$ cat src/rtl/vec_mul_pkg.sv
// Shared types and helpers for the vector multiplier front end.
package vec_mul_pkg;

   typedef enum logic [1:0] {
      SEW_8   = 2'b00,
      SEW_16  = 2'b01,
      SEW_32  = 2'b10,
      SEW_ILL = 2'b11
   } sew_e;

   typedef enum logic [1:0] {
      IDLE   = 2'b00,
      STREAM = 2'b01,
      DONE   = 2'b10
   } stream_state_e;

   // Element size in bytes; 0 marks the illegal encoding.
   function automatic logic [2:0] sew_bytes(input sew_e s);
      logic [2:0] r;
      case (s)
         SEW_8:   r = 3'd1;
         SEW_16:  r = 3'd2;
         SEW_32:  r = 3'd4;
         default: r = 3'd0;
      endcase
      return r;
   endfunction

endpackage

$ cat src/rtl/sew_tail_masker.sv
// Zeroes the bytes of one beat that lie at or beyond the active byte count
// and reports which bytes of the beat are active.
module sew_tail_masker #(
   parameter int DATA_W  = 32,
   parameter int VL_W    = 7,
   parameter int BEATS_W = 4
) (
   input  logic [DATA_W-1:0]   i_slice,
   input  logic [BEATS_W-1:0]  i_idx,
   input  logic [VL_W-1:0]     i_active_bytes,
   output logic [DATA_W-1:0]   o_slice,
   output logic [DATA_W/8-1:0] o_mask
);

   localparam int BPB = DATA_W / 8;

   // Byte b of beat idx is active when its global byte position is below active_bytes.
   always_comb begin
      o_slice = '0;
      o_mask  = '0;
      for (int b = 0; b < BPB; b++) begin
         if ((32'(i_idx) * BPB + b) < 32'(i_active_bytes)) begin
            o_mask[b]         = 1'b1;
            o_slice[b*8 +: 8] = i_slice[b*8 +: 8];
         end
      end
   end

endmodule

$ cat src/rtl/sew_operand_streamer.sv
// Latches two vector operands with their SEW and vl, then streams them to
// the multiplier as DATA_W-wide beats under a valid/ready handshake.
// Handshake: a beat transfers on a rising clk edge where o_beat_valid and
// i_beat_ready are both high; while valid is high and ready is low every
// o_beat_* output holds its value; ready while valid is low is ignored.
module sew_operand_streamer
   import vec_mul_pkg::*;
#(
   parameter int VLEN    = 512,
   parameter int DATA_W  = 32,
   parameter int VL_W    = $clog2(VLEN/8) + 1,
   parameter int BEATS_W = ((VLEN/DATA_W) > 1) ? $clog2(VLEN/DATA_W) : 1
) (
   input  logic                i_clk,
   input  logic                i_reset,
   input  logic                i_start,
   input  logic [1:0]          i_sew,
   input  logic [VL_W-1:0]     i_vl,
   input  logic [VLEN-1:0]     i_op_a,
   input  logic [VLEN-1:0]     i_op_b,
   output logic                o_beat_valid,
   input  logic                i_beat_ready,
   output logic [DATA_W-1:0]   o_beat_a,
   output logic [DATA_W-1:0]   o_beat_b,
   output logic [DATA_W/8-1:0] o_beat_mask,
   output logic [BEATS_W-1:0]  o_beat_idx,
   output logic [1:0]          o_beat_sew,
   output logic                o_beat_last,
   output logic                o_busy,
   output logic                o_done,
   output logic                o_sew_err,
   output logic [1:0]          o_dbg_state
);

   localparam int BPB    = DATA_W / 8;
   localparam int VLEN_B = VLEN / 8;

   stream_state_e       r_state;
   logic [VLEN-1:0]     r_op_a;
   logic [VLEN-1:0]     r_op_b;
   logic [1:0]          r_sew;
   logic [VL_W-1:0]     r_active;
   logic [BEATS_W-1:0]  r_idx;
   logic [BEATS_W-1:0]  r_last_idx;
   logic                r_valid;
   logic                r_busy;
   logic                r_done;
   logic                r_sew_err;

   logic [2:0]          w_sb;
   logic [VL_W-1:0]     w_vlmax;
   logic [VL_W-1:0]     w_vl_eff;
   logic [VL_W-1:0]     w_active;
   logic [BEATS_W-1:0]  w_last_idx;
   logic                w_handshake;
   logic [DATA_W-1:0]   w_slice_a;
   logic [DATA_W-1:0]   w_slice_b;
   logic [DATA_W/8-1:0] w_mask_a;
   logic [DATA_W/8-1:0] w_mask_b;

   // Decode the requested transfer size from the live start inputs.
   always_comb begin
      w_sb    = sew_bytes(sew_e'(i_sew));
      w_vlmax = '0;
      case (w_sb)
         3'd1:    w_vlmax = VL_W'(VLEN_B);
         3'd2:    w_vlmax = VL_W'(VLEN_B / 2);
         3'd4:    w_vlmax = VL_W'(VLEN_B / 4);
         default: w_vlmax = '0;
      endcase
      w_vl_eff   = (i_vl < w_vlmax) ? i_vl : w_vlmax;
      w_active   = VL_W'(32'(w_vl_eff) * 32'(w_sb));
      // Only used when w_active is non-zero, so the underflow at zero is harmless.
      w_last_idx = BEATS_W'((32'(w_active) + BPB - 1) / BPB - 1);
   end

   assign w_handshake = r_valid && i_beat_ready;

   // Transfer FSM with all control outputs registered.
   always_ff @(posedge i_clk) begin
      if (i_reset) begin
         r_state    <= IDLE;
         r_op_a     <= '0;
         r_op_b     <= '0;
         r_sew      <= '0;
         r_active   <= '0;
         r_idx      <= '0;
         r_last_idx <= '0;
         r_valid    <= 1'b0;
         r_busy     <= 1'b0;
         r_done     <= 1'b0;
         r_sew_err  <= 1'b0;
      end else begin
         r_done    <= 1'b0;
         r_sew_err <= 1'b0;
         case (r_state)
            IDLE: begin
               if (i_start) begin
                  if (sew_e'(i_sew) == SEW_ILL) begin
                     r_sew_err <= 1'b1;
                  end else if (w_vl_eff == '0) begin
                     r_state <= DONE;
                     r_done  <= 1'b1;
                     r_busy  <= 1'b1;
                  end else begin
                     r_state    <= STREAM;
                     r_op_a     <= i_op_a;
                     r_op_b     <= i_op_b;
                     r_sew      <= i_sew;
                     r_active   <= w_active;
                     r_last_idx <= w_last_idx;
                     r_idx      <= '0;
                     r_valid    <= 1'b1;
                     r_busy     <= 1'b1;
                  end
               end
            end
            STREAM: begin
               if (w_handshake) begin
                  if (r_idx == r_last_idx) begin
                     r_valid <= 1'b0;
                     r_done  <= 1'b1;
                     r_state <= DONE;
                  end else begin
                     r_idx <= r_idx + 1'b1;
                  end
               end
            end
            DONE: begin
               r_busy  <= 1'b0;
               r_state <= IDLE;
            end
            default: begin
               r_state <= IDLE;
               r_valid <= 1'b0;
               r_busy  <= 1'b0;
            end
         endcase
      end
   end

   // Beat slices come straight from the latched operands, so they hold under backpressure.
   assign w_slice_a = r_op_a[32'(r_idx) * DATA_W +: DATA_W];
   assign w_slice_b = r_op_b[32'(r_idx) * DATA_W +: DATA_W];

   sew_tail_masker #(
      .DATA_W  (DATA_W),
      .VL_W    (VL_W),
      .BEATS_W (BEATS_W)
   ) u_mask_a (
      .i_slice        (w_slice_a),
      .i_idx          (r_idx),
      .i_active_bytes (r_active),
      .o_slice        (o_beat_a),
      .o_mask         (w_mask_a)
   );

   sew_tail_masker #(
      .DATA_W  (DATA_W),
      .VL_W    (VL_W),
      .BEATS_W (BEATS_W)
   ) u_mask_b (
      .i_slice        (w_slice_b),
      .i_idx          (r_idx),
      .i_active_bytes (r_active),
      .o_slice        (o_beat_b),
      .o_mask         (w_mask_b)
   );

   // Both masks are identical by construction; combining them keeps both instances used.
   assign o_beat_mask  = w_mask_a & w_mask_b;
   assign o_beat_valid = r_valid;
   assign o_beat_idx   = r_idx;
   assign o_beat_sew   = r_sew;
   assign o_beat_last  = r_valid && (r_idx == r_last_idx);
   assign o_busy       = r_busy;
   assign o_done       = r_done;
   assign o_sew_err    = r_sew_err;
   assign o_dbg_state  = r_state;

endmodule

$ cat config.mk
export PLATFORM = sky130hd
export DESIGN_NAME = sew_operand_streamer
export DESIGN_NICKNAME = d
export VERILOG_FILES = /design/src/rtl/vec_mul_pkg.sv /design/src/rtl/sew_tail_masker.sv /design/src/rtl/sew_operand_streamer.sv
export SDC_FILE = /design/constraint.sdc
export NUM_CORES = 2
export LEC_CHECK = 0
export BUFFER_PORTS_ARGS = -buffer_cell sky130_fd_sc_hd__buf_4
export CELL_PAD_IN_SITES_DETAIL_PLACEMENT = 1
export CELL_PAD_IN_SITES_GLOBAL_PLACEMENT = 1
export CORE_AREA = 8 8 430 432
export CTS_CLUSTER_DIAMETER = 120
export DETAILED_ROUTE_END_ITERATION = 16
export DIE_AREA = 0 0 438 440
export PLACE_DENSITY = 0.57
export RECOVER_POWER = 25
export SETUP_SLACK_MARGIN = 0.2
export SLEW_MARGIN = 25
export SYNTH_ARGS = -nofsm -noshare
export SYNTH_HDL_FRONTEND = slang
export SYNTH_HIERARCHICAL = 1
export SYNTH_SLANG_ARGS = --single-unit
$ cat constraint.sdc
create_clock -name i_clk -period 10.4 [get_ports i_clk]
set_input_delay 1.04 -clock i_clk [delete_from_list [all_inputs] [get_ports i_clk]]
set_output_delay 1.04 -clock i_clk [all_outputs]
set_load 0.03 [all_outputs]
; Word-level counts from Yosys, hierarchy flattened
; Index checks and enable logic that the tools add are counted.
[totals]
ff_bits = 1047
input_bits = 1037
[op_classes]
shifts = 2
mux = 43
order_cmp = 5
n_reduce_logical = 12
addsub = 7
n_bitwise = 7
multipliers = 1
n_eq_ne = 15
[ops]
columns = operator, n
row1 = 512-bit by 10-bit indexed part select with 32-bit output, 2
row2 = 32-bit by 7-bit < comparator with 1-bit output, 3
row3 = 8-bit two-way mux, 8
row4 = 7-bit case mux with 3 select lines, 1
row5 = 4-bit two-way mux, 5
row6 = 1-bit two-way mux, 17
row7 = "6-bit by 2-bit adder with 7-bit output, second input constant", 2
row8 = "2-bit inequality test, second input constant", 6
row9 = 6-bit AND reduction, 2
row10 = 2-bit two-way mux, 5
row11 = 3-bit case mux with 3 select lines, 1
row12 = 4-bit case mux with 2 select lines, 1
row13 = 4-bit AND reduction, 2
row14 = "6-bit by 1-bit adder with 7-bit output, second input constant", 1
row15 = 7-bit logical NOT, 1
row16 = 6-bit by 7-bit < comparator with 1-bit output, 1
row17 = 7-bit < comparator, 1
row18 = 7-bit by 3-bit multiplier with 7-bit output, 1
row19 = 7-bit two-way mux, 1
row20 = "6-bit by 3-bit adder with 6-bit output, second input constant", 1
row21 = "2-bit equality test, second input constant", 3
row22 = 1-bit inverter, 6
row23 = "6-bit by 1-bit subtractor with 6-bit output, second input constant", 1
row24 = "4-bit by 1-bit adder with 4-bit output, second input constant", 1
row25 = other kinds (15), 19

; Logic depth before layout (Yosys ltp)
[logic_depth]
depth_word = 11
ltp_mapped = 16
mapped_depth_nobuf = 16

; Hierarchy
; Netlist, hierarchy kept.
[modules_own_cells]
columns = mod, seq_area_each_um2, cells_each, area_each_um2, n_inst
row1 = sew_operand_streamer, 20960.1, 5255, 47556.9, 1
row2 = sew_tail_masker, 0.0, 63, 460.4, 2

; Least setup slack after synthesis
; Ideal clock, no wire load.
[synth_path]
kind = input to register
start = input port i_sew[1]
end = register r_last_idx[2]
path_stages = 16
n_path_buf = 0
required_time_ps = 10269
arrival_time_ps = 4183
slack_ps = 6086
setup_ps = 131
cell_sequence = or2_2 -> ha_1 -> o21a_1 -> nor3_1 -> and2_1 -> fa_1 -> ha_1 -> inv_1 -> fa_1 -> inv_1 -> nand3_1 -> nand2_1 -> ha_1 -> xnor2_1 -> xnor2_1 -> o31ai_1
[synth_between]
elab_chain_cells = 10
word_cells_on_any_way = 19
[synth_rtl]
columns = item, line
row1 = start: declaration, sew_operand_streamer.sv:17  ; input logic [1:0] i_sew,
row2 = "2-bit equality test, or another cell as far along", vec_mul_pkg.sv:20  ; case (s)
row3 = 3-bit case mux with 3 select lines, vec_mul_pkg.sv:20
row4 = "3-bit equality test, or another cell as far along", sew_operand_streamer.sv:65  ; case (w_sb)
row5 = 7-bit case mux with 3 select lines, sew_operand_streamer.sv:65
row6 = 7-bit < comparator, sew_operand_streamer.sv:71  ; w_vl_eff = (i_vl < w_vlmax) ? i_vl : w_vlmax;
row7 = 7-bit two-way mux, sew_operand_streamer.sv:71
row8 = 7-bit by 3-bit multiplier with 7-bit output, sew_operand_streamer.sv:72  ; w_active = VL_W'(32'(w_vl_eff) * 32'(w_sb));
row9 = 6-bit by 3-bit adder with 6-bit output, sew_operand_streamer.sv:74  ; w_last_idx = BEATS_W'((32'(w_active) + BPB - 1) / BPB - 1);
row10 = 6-bit by 1-bit subtractor with 6-bit output, sew_operand_streamer.sv:74
row11 = 4-bit by 1-bit subtractor with 4-bit output, sew_operand_streamer.sv:74
row12 = end signal: assignment, sew_operand_streamer.sv:111  ; r_last_idx <= w_last_idx;
row13 = end: declaration, sew_operand_streamer.sv:44  ; logic [BEATS_W-1:0] r_last_idx;
; Several ways; a longest one is shown, not always the timed one.
; A chain may end at the register's enable or synchronous reset.

; Final worst setup path
[layout_path]
start = input port i_sew[1]
end = register r_op_a[433]
[layout_between]
elab_chain_cells = 9
word_cells_on_any_way = 15
[layout_rtl]
columns = item, line
row1 = "2-bit equality test, or another cell as far along", vec_mul_pkg.sv:20
row2 = 3-bit case mux with 3 select lines, vec_mul_pkg.sv:20
row3 = "3-bit equality test, or another cell as far along", sew_operand_streamer.sv:65
row4 = 7-bit case mux with 3 select lines, sew_operand_streamer.sv:65
row5 = 7-bit < comparator, sew_operand_streamer.sv:71
row6 = 7-bit two-way mux, sew_operand_streamer.sv:71
row7 = 7-bit logical NOT, sew_operand_streamer.sv:101  ; end else if (w_vl_eff == '0) begin
row8 = 1-bit inverter (no line), --
row9 = 4-bit AND reduction (no line) (*), --
row10 = end signal: assignment, sew_operand_streamer.sv:107  ; r_op_a <= i_op_a;
row11 = end: declaration, sew_operand_streamer.sv:39  ; logic [VLEN-1:0] r_op_a;
; Mark *: on every way between the ends. The rest lies on a longest branch, timed or not.

==> results by group <==
Setup path
  • Crit path arrival time: 8320 ps
  • FF-to-FF path depth: 5
  • Worst r2r dst: o_dbg_state[1]
  • Critical Path RT: 11,070 ps
  • Crit. End Element: flip-flop
  • Reg-to-reg setup timing slack: 6000 ps
  • Max Fanout on Critical Path: 184
  • Worst r2r src: o_beat_idx[3]
  • Worst setup SP type: input port
  • CP Class: in -> reg

Clocking
  • Clock transition at the registers of the reported paths: 60 ps
  • # Post-CTS Setup Buffers: 0
  • Clk_lat worst skew: 750 ps
  • Clock sink count: 1,047
  • Cts hold-fix bufs: 0
  • Total CTS buffers: 132
  • Resized Gates After CTS: 0
  • H-tree depth: 4
  • Root buf cell: clkbuf_16
  • Clock Path Buffers: 3
  • TritonCTS clock tree: built

Flow run
  • # Max-Cap Violations: 11

Layout
  • Fraction of layout instances using a drive strength above 1: 0.280
  • FF+latch area: 21,000 µm²
  • Filler cells: 20.5k
  • Area growth, synth to finish: 28.7%
  • Commonest non-fill, non-tap cell in the layout: buf_4
  • Final net count: 7,110
  • Most frequent cells in the layout: buf_4 (1,153), a21oi_1 (1,045), dfxtp_1 (1,045)
  • Multi-input logic area: 24,500 µm²

Pwr
  • Pwr/cell area: 185 nW/µm²
  • IR drop worst, VDD: 0.117 mV
  • Static leakage: 0.0221 µW
  • Total chip power: 11,500 µW

Logic synthesis
  • Mapped Area: 48,500 µm²
  • Cells after synthesis: 5,381
  • Syn nets: 6,443
  • Yosys warns: 6
  • Post-synth EDFFs: 0
  • Synth area leaders: dfxtp_1 (43%), mux4_2 (15%), a21oi_1 (11%)
  • Flops & latches, synth: 1,047
  • Main synth FF type: dfxtp_1
  • Post-synthesis sequential area ratio: 0.432
  • Post-synthesis cell type count: 50
  • Largest area contributor in the netlist: dfxtp_1
  • Avg Cell Area, Syn: 9.01 µm²
  • Post-synth ARST share: 0
  • Synth top area share: 0.432

GRT
  • Grt ovf: 0
  • Vias in the first global route: 48.7k
  • Initial antenna violation count: 129
  • First-pass GRT wire length: 379 mm
  • All-Layer GR Usage: 0.269
  • Pin count of the biggest net entering global routing: 270

Route
  • Top routing layer in use: met5
  • WL final: 275 mm
  • DRC: 0
  • DRT iter0 DRCs: 4,891
  • Post-DR vias/cell: 5.66
  • M1 WL: 120 mm
  • DRT antenna net count: 0
  • DR WL met3: 18.7 mm
  • Met2 routed WL: 123 mm
  • Routed length per instance: 32.1 µm
  • Vias: 48.6k
  • TritonRoute pass-1 iters: 6

Floorplanning
  • Core area: 178,000 µm²
  • Site row count: 155
  • DIE AREA: 193,000 µm²
  • Die Wd: 438 µm
  • Ports: 1,118
  • Die Y: 440 µm
  • Starting density of the core: 0.273

Timing
  • Clk_skew: 19.9 ps
  • Fin crit period: 7650 ps
  • Period utilisation layout: 0.736
  • Fin. Hold Viols: 0
  • Worst slew pin tran: 4150 ps
  • Relative slew slack: -1.77
  • Max Slew Vio Count: 874
  • Worst setup margin: 2750 ps
  • RSZ-0062 raised after global routing: false
  • Setup TNS: 0 ps
  • Final setup vio count: 0
  • F_max: 0.131 GHz

Place
  • I/O Buffers: 1,117
  • RD Place Congestion: 0.904
  • DP Wirelength: 199 mm
  • Setup WS pre-CTS: 5100 ps

Worst hold path
  • Hold Path Origin: r_op_a[413]
  • WHS Endpoint: r_op_a[413]
  • Hold depth: 2
  • Min-Delay Path Class: reg -> reg

Status
  • Failing checks: max-capacitance violations, max-slew violations
  • Outcome: complete, but fails checks
==> critical path: stages <==
cell,delay (ps)
clkbuf_1,200
or2_2,370
ha_1,360
o21ai_0,160
a22oi_1,390
a21o_1,1630
clkbuf_2,2890
nand3_1,710
a21oi_1,310
==> kinds of logic (layout without fill, tap and decap cells) <==
logic type	after synthesis	in the layout	share of synthesized area
other cells	0	85	0
fa+ha+maj	25	25	0.00723
compound gates	2118	2118	0.222
simple gates	1177	1177	0.125
mux	320	320	0.149
xor+xnor	13	13	0.00235
flops	1047	1047	0.432
buf+inv	681	1448	0.0631
==> report_power, final <==
group          switching [µW]  leakage (µW)  internal [µW]  total (µW)
Combinational            1410        0.0113            780        2190
Sequential                196       0.00854           4290        4490
Clock                    1920       0.00223           2900        4830
==> final cells by class <==
class | instances | area share
diodes | 85 | 0.00341
clock buffers | 198 | 0.0646
clock inverters | 36 | 0.00794
inverters | 24 | 0.00144
multi-input cells | 3653 | 0.393
flip-flops and latches | 1047 | 0.336
well taps | 2355 | 0.0472
repair buffers | 1190 | 0.147
==> synth_stat cells, types with 5 or more instances <==
cell type,count
nor2_1,12
nor3b_1,32
fa_1,5
buf_4,9
inv_1,24
a211oi_1,6
xnor2_1,8
and3_1,32
o21ai_0,852
nand2_1,12
buf_6,18
dfxtp_1,1047
ha_1,20
xor2_1,5
buf_1,47
nor3_1,8
a21oi_1,1046
mux4_2,320
o21ai_1,185
clkbuf_1,317
and2_1,17
buf_2,265
nand3_1,1035
nand2b_1,7
==> worst max-delay path by stage <==
| stage | depth (start not counted) | slack (ps) | start | end |
|---|---|---|---|---|
| floorplan | 16 | 6090 | i_sew[1] | r_last_idx[2] |
| global placement | 6 | 5100 | o_beat_idx[0] | o_beat_b[15] |
| detailed placement | 6 | 5100 | o_beat_idx[0] | o_beat_b[15] |
| CTS | 6 | 4270 | o_beat_idx[0] | o_beat_b[15] |
| global route | 9 | 2400 | i_sew[1] | r_op_a[396] |
| finish | 9 | 2750 | i_sew[1] | r_op_a[433] |
==> layer usage <==
metal | global-route usage | up-vias
met2 | 0.402 | 1793
li1 | - | 21392
met4 | 0.136 | 18
met5 | 0 | -
met3 | 0.0608 | 393
met1 | 0.365 | 25009
==> metrics by stage <==
| step | instances | hold WS, ps | instance area, µm² | util |
|---|---|---|---|---|
| 5_1_grt | 8562 | 487 | 62300 | 0.351 |
| 6_report | 8588 | 473 | 62400 | 0.351 |
| 3_3_place_gp | 8263 | 456 | 57600 | 0.324 |
| 4_1_cts | 8499 | 475 | 62100 | 0.350 |
| 3_5_place_dp | 8265 | 466 | 57600 | 0.324 |
| 2_1_floorplan | 5381 | 451 | 48500 | - |
==> flip-flops by register name, indices dropped and copies added, names as in the netlist <==
name	cells
o_beat_idx	4
r_op_a	512
r_active	7
o_busy	1
o_dbg_state	2
o_done	1
r_op_b	512
r_last_idx	4
o_beat_sew	2
o_beat_valid	1
o_sew_err	1
Note: power is estimated with default switching activity, not from simulation.
